`src/rtl/apb_reg_pkg.sv`:
```
// Shared types, constants and address-decode helper for the APB register slave.
package apb_reg_pkg;

  typedef enum logic [0:0] {
    ST_IDLE   = 1'b0,
    ST_ACCESS = 1'b1
  } apb_state_e;

  localparam int REG_BYTES = 4;

  // Misaligned, out-of-range, or a write to the read-only status word (last index).
  function automatic logic decode_err(input logic [63:0] addr, input logic is_write,
                                      input int num_regs);
    logic [63:0] limit_s;
    limit_s = 64'(num_regs) * 64'(REG_BYTES);
    if (addr[1:0] != 2'b00) begin
      return 1'b1;
    end else if (addr >= limit_s) begin
      return 1'b1;
    end else if (is_write && (addr == (limit_s - 64'(REG_BYTES)))) begin
      return 1'b1;
    end else begin
      return 1'b0;
    end
  endfunction

endpackage

```
`src/rtl/apb_reg_bank.sv`:
```
// Register array with byte-lane strobed writes, one read port, and a flat view.
module apb_reg_bank
  import apb_reg_pkg::*;
#(
  parameter int NUM_REGS = 16,
  parameter int IW       = 4
) (
  input  logic                     clk,
  input  logic                     sys_reset,
  input  logic                     wr_en,
  input  logic [IW-1:0]            wr_idx,
  input  logic [31:0]              wr_data,
  input  logic [REG_BYTES-1:0]     wr_strb,
  input  logic [IW-1:0]            rd_idx,
  output logic [31:0]              rd_data,
  output logic [NUM_REGS*32-1:0]   regs
);

  logic [31:0] mem_r [NUM_REGS];

  // Register storage: clear on reset, update strobed lanes on write.
  always_ff @(posedge clk) begin
    if (sys_reset) begin
      for (int i = 0; i < NUM_REGS; i++) begin
        mem_r[i] <= 32'h0000_0000;
      end
    end else if (wr_en) begin
      for (int b = 0; b < REG_BYTES; b++) begin
        if (wr_strb[b]) begin
          mem_r[wr_idx][b*8 +: 8] <= wr_data[b*8 +: 8];
        end
      end
    end
  end

  assign rd_data = mem_r[rd_idx];

  for (genvar g = 0; g < NUM_REGS; g++) begin : g_flat
    assign regs[g*32 +: 32] = mem_r[g];
  end

endmodule

```
`src/rtl/apb_reg_slave.sv`:
```
// APB register slave: setup capture, programmable wait states, decode and error response.
module apb_reg_slave
  import apb_reg_pkg::*;
#(
  parameter int AW_APB      = 32,
  parameter int DW_APB      = 32,
  parameter int NUM_REGS    = 16,
  parameter int WAIT_CYCLES = 1
) (
  input  logic                       apb_clk,
  input  logic                       sys_reset,
  input  logic                       psel,
  input  logic                       penable,
  input  logic                       pwrite,
  input  logic [AW_APB-1:0]          paddr,
  input  logic [DW_APB-1:0]          pwdata,
  input  logic [DW_APB/8-1:0]        pstrb,
  output logic [DW_APB-1:0]          prdata,
  output logic                       pready,
  output logic                       pslverr,
  input  logic [DW_APB-1:0]          status_in,
  output logic [NUM_REGS*DW_APB-1:0] reg_out,
  output logic [NUM_REGS-1:0]        wr_pulse
);

  localparam int IW = $clog2(NUM_REGS);

  apb_state_e            state_r, state_nxt_s;
  logic [3:0]            cnt_r, cnt_nxt_s;
  logic [AW_APB-1:0]     paddr_r;
  logic                  pwrite_r;
  logic [DW_APB-1:0]     pwdata_r;
  logic [DW_APB/8-1:0]   pstrb_r;
  logic                  setup_s, done_s, err_s, wr_en_s;
  logic [IW-1:0]         idx_s;
  logic [DW_APB-1:0]     bank_rd_s, rd_word_s;
  logic [NUM_REGS-1:0]   one_hot_s, wr_pulse_r;

  // Next-state and wait-counter logic; done_s marks the completing cycle.
  always_comb begin
    state_nxt_s = state_r;
    cnt_nxt_s   = cnt_r;
    setup_s     = 1'b0;
    done_s      = 1'b0;
    case (state_r)
      ST_IDLE: begin
        if (psel && !penable) begin
          setup_s     = 1'b1;
          cnt_nxt_s   = 4'(WAIT_CYCLES);
          state_nxt_s = ST_ACCESS;
        end else begin
          state_nxt_s = ST_IDLE;
        end
      end
      ST_ACCESS: begin
        if (!psel) begin
          state_nxt_s = ST_IDLE;
        end else if (penable) begin
          if (cnt_r == 4'd0) begin
            done_s      = 1'b1;
            state_nxt_s = ST_IDLE;
          end else begin
            cnt_nxt_s = cnt_r - 4'd1;
          end
        end else begin
          state_nxt_s = ST_ACCESS;
        end
      end
      default: begin
        state_nxt_s = ST_IDLE;
      end
    endcase
  end

  // State, counter, captured transfer and write-pulse registers.
  always_ff @(posedge apb_clk) begin
    if (sys_reset) begin
      state_r    <= ST_IDLE;
      cnt_r      <= 4'd0;
      paddr_r    <= {AW_APB{1'b0}};
      pwrite_r   <= 1'b0;
      pwdata_r   <= {DW_APB{1'b0}};
      pstrb_r    <= {(DW_APB/8){1'b0}};
      wr_pulse_r <= {NUM_REGS{1'b0}};
    end else begin
      state_r <= state_nxt_s;
      cnt_r   <= cnt_nxt_s;
      if (setup_s) begin
        paddr_r  <= paddr;
        pwrite_r <= pwrite;
        pwdata_r <= pwdata;
        pstrb_r  <= pstrb;
      end
      wr_pulse_r <= wr_en_s ? one_hot_s : {NUM_REGS{1'b0}};
    end
  end

  assign idx_s     = paddr_r[IW+1:2];
  assign err_s     = decode_err(64'(paddr_r), pwrite_r, NUM_REGS);
  assign wr_en_s   = done_s & pwrite_r & ~err_s;
  assign one_hot_s = {{(NUM_REGS-1){1'b0}}, 1'b1} << idx_s;
  assign rd_word_s = (idx_s == IW'(NUM_REGS - 1)) ? status_in : bank_rd_s;

  // Read data is driven only while a legal read completes.
  always_comb begin
    if (done_s && !pwrite_r && !err_s) begin
      prdata = rd_word_s;
    end else begin
      prdata = {DW_APB{1'b0}};
    end
  end

  assign pready   = done_s;
  assign pslverr  = done_s & err_s;
  assign wr_pulse = wr_pulse_r;

  apb_reg_bank #(
    .NUM_REGS (NUM_REGS),
    .IW       (IW)
  ) u_bank (
    .clk       (apb_clk),
    .sys_reset (sys_reset),
    .wr_en     (wr_en_s),
    .wr_idx    (idx_s),
    .wr_data   (pwdata_r),
    .wr_strb   (pstrb_r),
    .rd_idx    (idx_s),
    .rd_data   (bank_rd_s),
    .regs      (reg_out)
  );

endmodule
```
`config.mk`:
```
export PLATFORM = sky130hd
export DESIGN_NAME = apb_reg_slave
export DESIGN_NICKNAME = d
export VERILOG_FILES = /design/src/rtl/apb_reg_pkg.sv /design/src/rtl/apb_reg_bank.sv /design/src/rtl/apb_reg_slave.sv
export SDC_FILE = /design/constraint.sdc
export NUM_CORES = 1
export LEC_CHECK = 0
export BUFFER_PORTS_ARGS = -buffer_cell sky130_fd_sc_hd__buf_2
export CORE_AREA = 2 2 261 263
export DETAILED_ROUTE_END_ITERATION = 6
export DIE_AREA = 0 0 263 265
export PLACE_DENSITY = 0.7
export SLEW_MARGIN = 5
export SYNTH_ARGS = -nofsm -noshare
export SYNTH_HDL_FRONTEND = slang
export SYNTH_HIERARCHICAL = 1
export SYNTH_SLANG_ARGS = --single-unit
```
`constraint.sdc`:
```
create_clock -name apb_clk -period 3.7 [get_ports apb_clk]
set_input_delay 0.555 -clock apb_clk [delete_from_list [all_inputs] [get_ports apb_clk]]
set_output_delay 0.555 -clock apb_clk [all_outputs]
set_load 0.05 [all_outputs]
```
== Word-level counts from Yosys, hierarchy flattened ==
Memory sizes are Yosys's and may differ from the RTL's. A register that Yosys moved wholly into a read port is not among the register bits.
Index checks and enable logic that the tools add are counted.

* Add/subtract/negate cells: 1
* Order comparisons: 1
* Eq/ne operators: 6
* Shift operators: 1
* Muxes and demuxes: 43
* Bitwise gates (word level): 6
* Reduce and logical (&&, ||, !) cells: 12

{| class="wikitable"
|+ Operator list
! cell !! number
|-
| $mux W32 || 3
|-
| $eq A32 B6 Y1 const B || 1
|-
| $ge A32 B7 Y1 const B || 1
|-
| $mux W4 || 8
|-
| $reduce_or A32 Y1 || 1
|-
| $mux W1 || 30
|-
| $shl A1 B4 Y16 const A || 1
|-
| $ne A2 B2 Y1 const B || 4
|-
| $pmux W4 S2 || 1
|-
| $eq A4 B4 Y1 const B || 1
|-
| $logic_and A1 B1 Y1 || 4
|-
| $logic_not A4 Y1 || 1
|-
| $reduce_and A4 Y1 || 1
|-
| $sub A4 B1 Y4 const B || 1
|-
| $and A1 B1 Y1 || 3
|-
| $logic_not A1 Y1 || 3
|-
| $not A1 Y1 || 3
|-
| $pmux W1 S2 || 1
|-
| $reduce_bool A2 Y1 || 1
|-
| $reduce_or A2 Y1 || 1
|}

* Bits in registers: 90
* Memory bits (writable): 512
* Bits of input ports: 105
* Output and inout port bits: 562
* Logic and storage cells: 78
* Memories: 1

{| class="wikitable"
|+ Memory list
! name !! words !! width !! rd ports !! clocked after Yosys merged registers in !! write ports !! line !! RTL
|-
| u_bank.mem_r || 16 || 32 || 17 || 1 || 16 || apb_reg_bank.sv:19 || <nowiki>logic [31:0] mem_r [NUM_REGS];</nowiki>
|}

== Longest topological paths before layout ==
* Depth in word-level cells: 12
* Gate-level depth with buffers: 13
* Depth with buffers taken out: 10

== Cells and area by module ==
Netlist, hierarchy kept.

{| class="wikitable"
|+ By module, submodules not included
! module !! times used !! cells an instance !! area each (um2) !! seq. area each (um2)
|-
| apb_reg_bank || 1 || 1526 || 22316.4 || 15374.7
|-
| apb_reg_slave || 1 || 511 || 3853.7 || 1801.7
|}

== Worst setup path after synthesis ==
OpenSTA, ideal clock, no wires.

* Kind: input to register
* Start point: in psel
* End point: mem u_bank.mem_r[15][0], enable pin
* Arrival time: 2.816 ns
* Required time: 3.325 ns
* Path slack: 0.510 ns
* Cell stages on the path: 10
* Buffers on the path: 3
* Cell sequence: buf_2 -> and3_1 -> nand2_2 -> inv_1 -> nand2_1 -> nor3_1 -> clkbuf_1 -> nand3b_1 -> clkbuf_1 -> o21bai_1

{| class="wikitable"
|+ RTL lines
! element !! line !! RTL
|-
| from (decl) || apb_reg_slave.sv:12 || <nowiki>input logic psel,</nowiki>
|-
| to (decl) || apb_reg_bank.sv:19 ||
|}

== Worst setup path after layout ==
* Start point: reg paddr_r[3]
* End point: out prdata[12]

* Longest elaborated chain between the ends: 8
* Elaborated cells on any way between the ends: 11
* Those cells by class: order compare: 1; eq/ne: 2; mux: 5; reduce/logical: 3

{| class="wikitable"
|+ RTL lines
! element !! line !! RTL
|-
| from (decl) || apb_reg_slave.sv:30 || <nowiki>logic [AW_APB-1:0] paddr_r;</nowiki>
|-
| from (signal assigned) || apb_reg_slave.sv:80 || <nowiki>paddr_r <= {AW_APB{1'b0}};</nowiki>
|-
| from (signal assigned) || apb_reg_slave.sv:89 || <nowiki>paddr_r <= paddr;</nowiki>
|-
| parallel branches: the longest is 7 deep, another holds $ge A32 B7 Y1 || n/a ||
|-
| $mux W32 * || apb_reg_slave.sv:106 || <nowiki>if (done_s && !pwrite_r && !err_s) begin</nowiki>
|-
| to (decl) || apb_reg_slave.sv:18 || <nowiki>output logic [DW_APB-1:0] prdata,</nowiki>
|}

Mark *: on every way between the ends.

==> impl_metrics.csv <==
group,metric,value,unit
status,status,"finished clean",
route,vias,20890,
clock_tree,insertion_delay,0.63,ns
timing,slew-limit-headroom,41.51,%
synth,yosysMostFrequentCell,"edfxtp_1",
route,drt-initial-drc-count,2438,
placed_design,dp_hpwl,73.46,mm
synth,synth_commonest_cells,"512 x edfxtp_1, 484 x nor2_1, 280 x nand2_1",
setup_path,cp.buffers_inverters,2,
setup_path,cpPeakStageDelay,0.68,ns
global_route,grt_max_degree,70,
global_route,antenna_found_initial,7,
timing,setup_viol,0,
setup_path,rr_worst_depth,11,
clock_tree,cts-root-buf,"clkbuf_16",
synth,synth-edff-count,512,
clock_tree,clockBufferDepth,3,
timing,max_slew.worst_pin.slew,0.8755,ns
synth,synth_area_leaders,"edfxtp_1 59%, mux4_2 11%, nor2_1 6.9%",
placed_design,port_buffers,666,
timing,final.setup.tns,0,ns
global_route,grtUsageMet2,47.44,%
setup_path,cpMostUsedCell,"nand2_1",
pwr,peakVddDrop,0.3563,mV
synth,synth_top_area_share,58.75,%
min_path,min_path_cells,3,
setup_path,worst-path-stages,7,
setup_path,cp.arrival,3.03,ns
route,drtPass1Iterations,7,
timing,rsz0062_at_grt,"false",
synth,yosys_warnings,6,
floorplanning,core,66800,µm²
global_route,grt-busiest-layer,"met2",
flow_run,maxCapViolCount,0,
global_route,grt_use_total,28.21,%
synth,async_reset_ff_share,0,%
synth,netlist_area,26170,µm²
floorplanning,rows,95,
floorplanning,dieHeight,265,µm
setup_path,worst-path-max-fanout,24,
finish,nets,2822,
synth,synth_nets,2143,
timing,post-route-period-util,96.94,%
route,wl_per_cell,27.87,µm
route,wl,101.5,mm
clock_tree,cts_tree,"yes",
timing,hold_viol_final,0,
global_route,grtUsageMet1,35.57,%
floorplanning,die-area,69700,µm²
setup_path,crit_type,"reg2out",
setup_path,cp-end-kind,"output pin",
clock_tree,htree_levels,2,
timing,max_freq,278.8,MHz
clock_tree,cts_sinks,602,
setup_path,start_kind,"flip-flop",
global_route,grt_pass1_vias,20370,
setup_path,critPathLaunch,"paddr_r[3]",
pwr,p_per_area,476.4,nW/µm²
setup_path,r2r_start,"cnt_r[0]",
min_path,min_from,"paddr[20]",
floorplanning,start_util,39.18,%
clock_tree,numCtsBuffers,60,
min_path,min_path_type,"in2reg",
synth,ys_ff_latch,602,
global_route,grt_util_met3,5.481,%
timing,period_minus_slack,3.587,ns
global_route,grt_overflow_total,0,
synth,synth_top_area_cell,"edfxtp_1",
setup_path,critPathRequiredTime,3.14,ns
finish,final_layout_size_suffix_gt1_share,39.42,%
finish,syn_to_final_growth,26.32,%
placed_design,dp_slack,0.3764,ns
synth,syn_inst,2037,
global_route,grt_pass1_wl,143.0,mm
synth,synthDistinctLibCells,47,
route,viasPerCell,5.738,
route,drcViolationCount,0,
floorplanning,dieWidth,263,µm
timing,skew,0.02825,ns
clock_tree,clk_pin_slew,0.06,ns
synth,syn_avg_cell_area,12.85,µm²
setup_path,slowest_stage,"dfxtp_4",
route,ant_nets,0,
pwr,p_leak,12.71,nW
timing,setup_ws,0.1131,ns
floorplanning,io_pins,667,
setup_path,crit_family,"flip-flops",
placed_design,place.gp.congestion,0.9792,
synth,ys_seq_area_share,65.63,%
setup_path,path_cells,"buf_4 > mux4_2 > a22oi_1 > nand2_1 > nand2_1 > a21oi_2 > buf_2",
finish,fillers,5914,
timing,finalMaxSlewViolations,0,
synth,synth_top_flop_cell,"edfxtp_1",
==> worst reg2reg max path, cell delays in order (launching register included) <==
cell     delay (ns)
dfxtp_1        0.33
inv_1          0.09
ha_1           0.21
nor3b_4        0.24
nand2_2        0.16
inv_1          0.12
nand2_1        0.08
nor3_2         0.49
buf_4          0.23
and3b_1        0.41
nand2_1        0.47
nor2_1         0.27
==> cell type report <==
class	count	area, µm²	area share, %
antenna	3	7.507	0.02271
multi-input combinational	1249	8304	25.12
sequential	602	17190	51.98
inverter	5	18.77	0.05677
clock buffer	70	1560	4.720
timing repair buffer	798	4501	13.61
clock inverter	41	389.1	1.177
tap	873	1092	3.304
==> sequential cells by signal, summed over array words and instances, names as in the netlist <==
| signal | count |
|---|---|
| pwdata_r | 32 |
| wr_pulse | 16 |
| pstrb_r | 4 |
| u_bank/mem_r | 512 |
| pwrite_r | 1 |
| cnt_r | 4 |
| state_r | 1 |
| paddr_r | 32 |
==> layer usage <==
layer,up-vias,routed length (µm)
met4,8,4746
met1,10380,36670
met5,-,51
met2,1543,49980
li1,8677,-
met3,283,10030
==> power by group <==
group / internal, mW / switching (mW)
combinational: 0.516 / 1.37
sequential: 7.57 / 0.209
clock: 3.44 / 2.64
==> cell usage in the layout (no fill, tap or decap), types with 61 or more instances in the layout <==
cell,instances
buf_4,118
mux4_2,128
clkbuf_16,61
nand2_1,272
edfxtp_1,512
dfxtp_1,87
nor2_1,482
a22oi_1,63
buf_2,665
a21oi_1,72
==> kinds of logic (layout without fill, tap and decap cells) <==
logic type,Yosys count,after routing,share of synthesized area (%)
simple gates,883,884,14.03
compound gates,232,232,6.115
buf+inv,187,914,3.045
flops,602,602,65.63
other cells,1,4,0.01433
xor+xnor,3,3,0.1004
mux,128,128,11.02
fa+ha+maj,1,1,0.04780
==> per-stage QoR <==
step	std cells	hold slack [ns]	util, %	area, µm²	power (mW)
3_5_place_dp	3514	0.4478	46.32	30940	9.763
3_3_place_gp	3514	0.4423	46.32	30940	9.732
4_1_cts	3631	0.1330	49.38	32990	15.79
6_report	3641	0.1673	49.49	33060	15.75
2_1_floorplan	2037	0.4360	-	26170	9.090
5_1_grt	3640	0.1439	49.48	33060	16.17
==> path summary, 6_finish.rpt <==
kind         slack [ns]                  end
min reg2reg        0.46          paddr_r[12]
max                0.11           prdata[12]
min                0.17          paddr_r[20]
max reg2reg        0.42  u_bank/mem_r[0][12]
==> repair_timing <==
action,CTS,global route
hold buffers,0,0
endpoints found under the hold margin,0,0
setup endpoints to repair,31,107
pin swaps,1,1
gates cloned,1,0
gates resized for setup,2,2
buffers inserted,5,7
(Power assumes the default switching activity.)
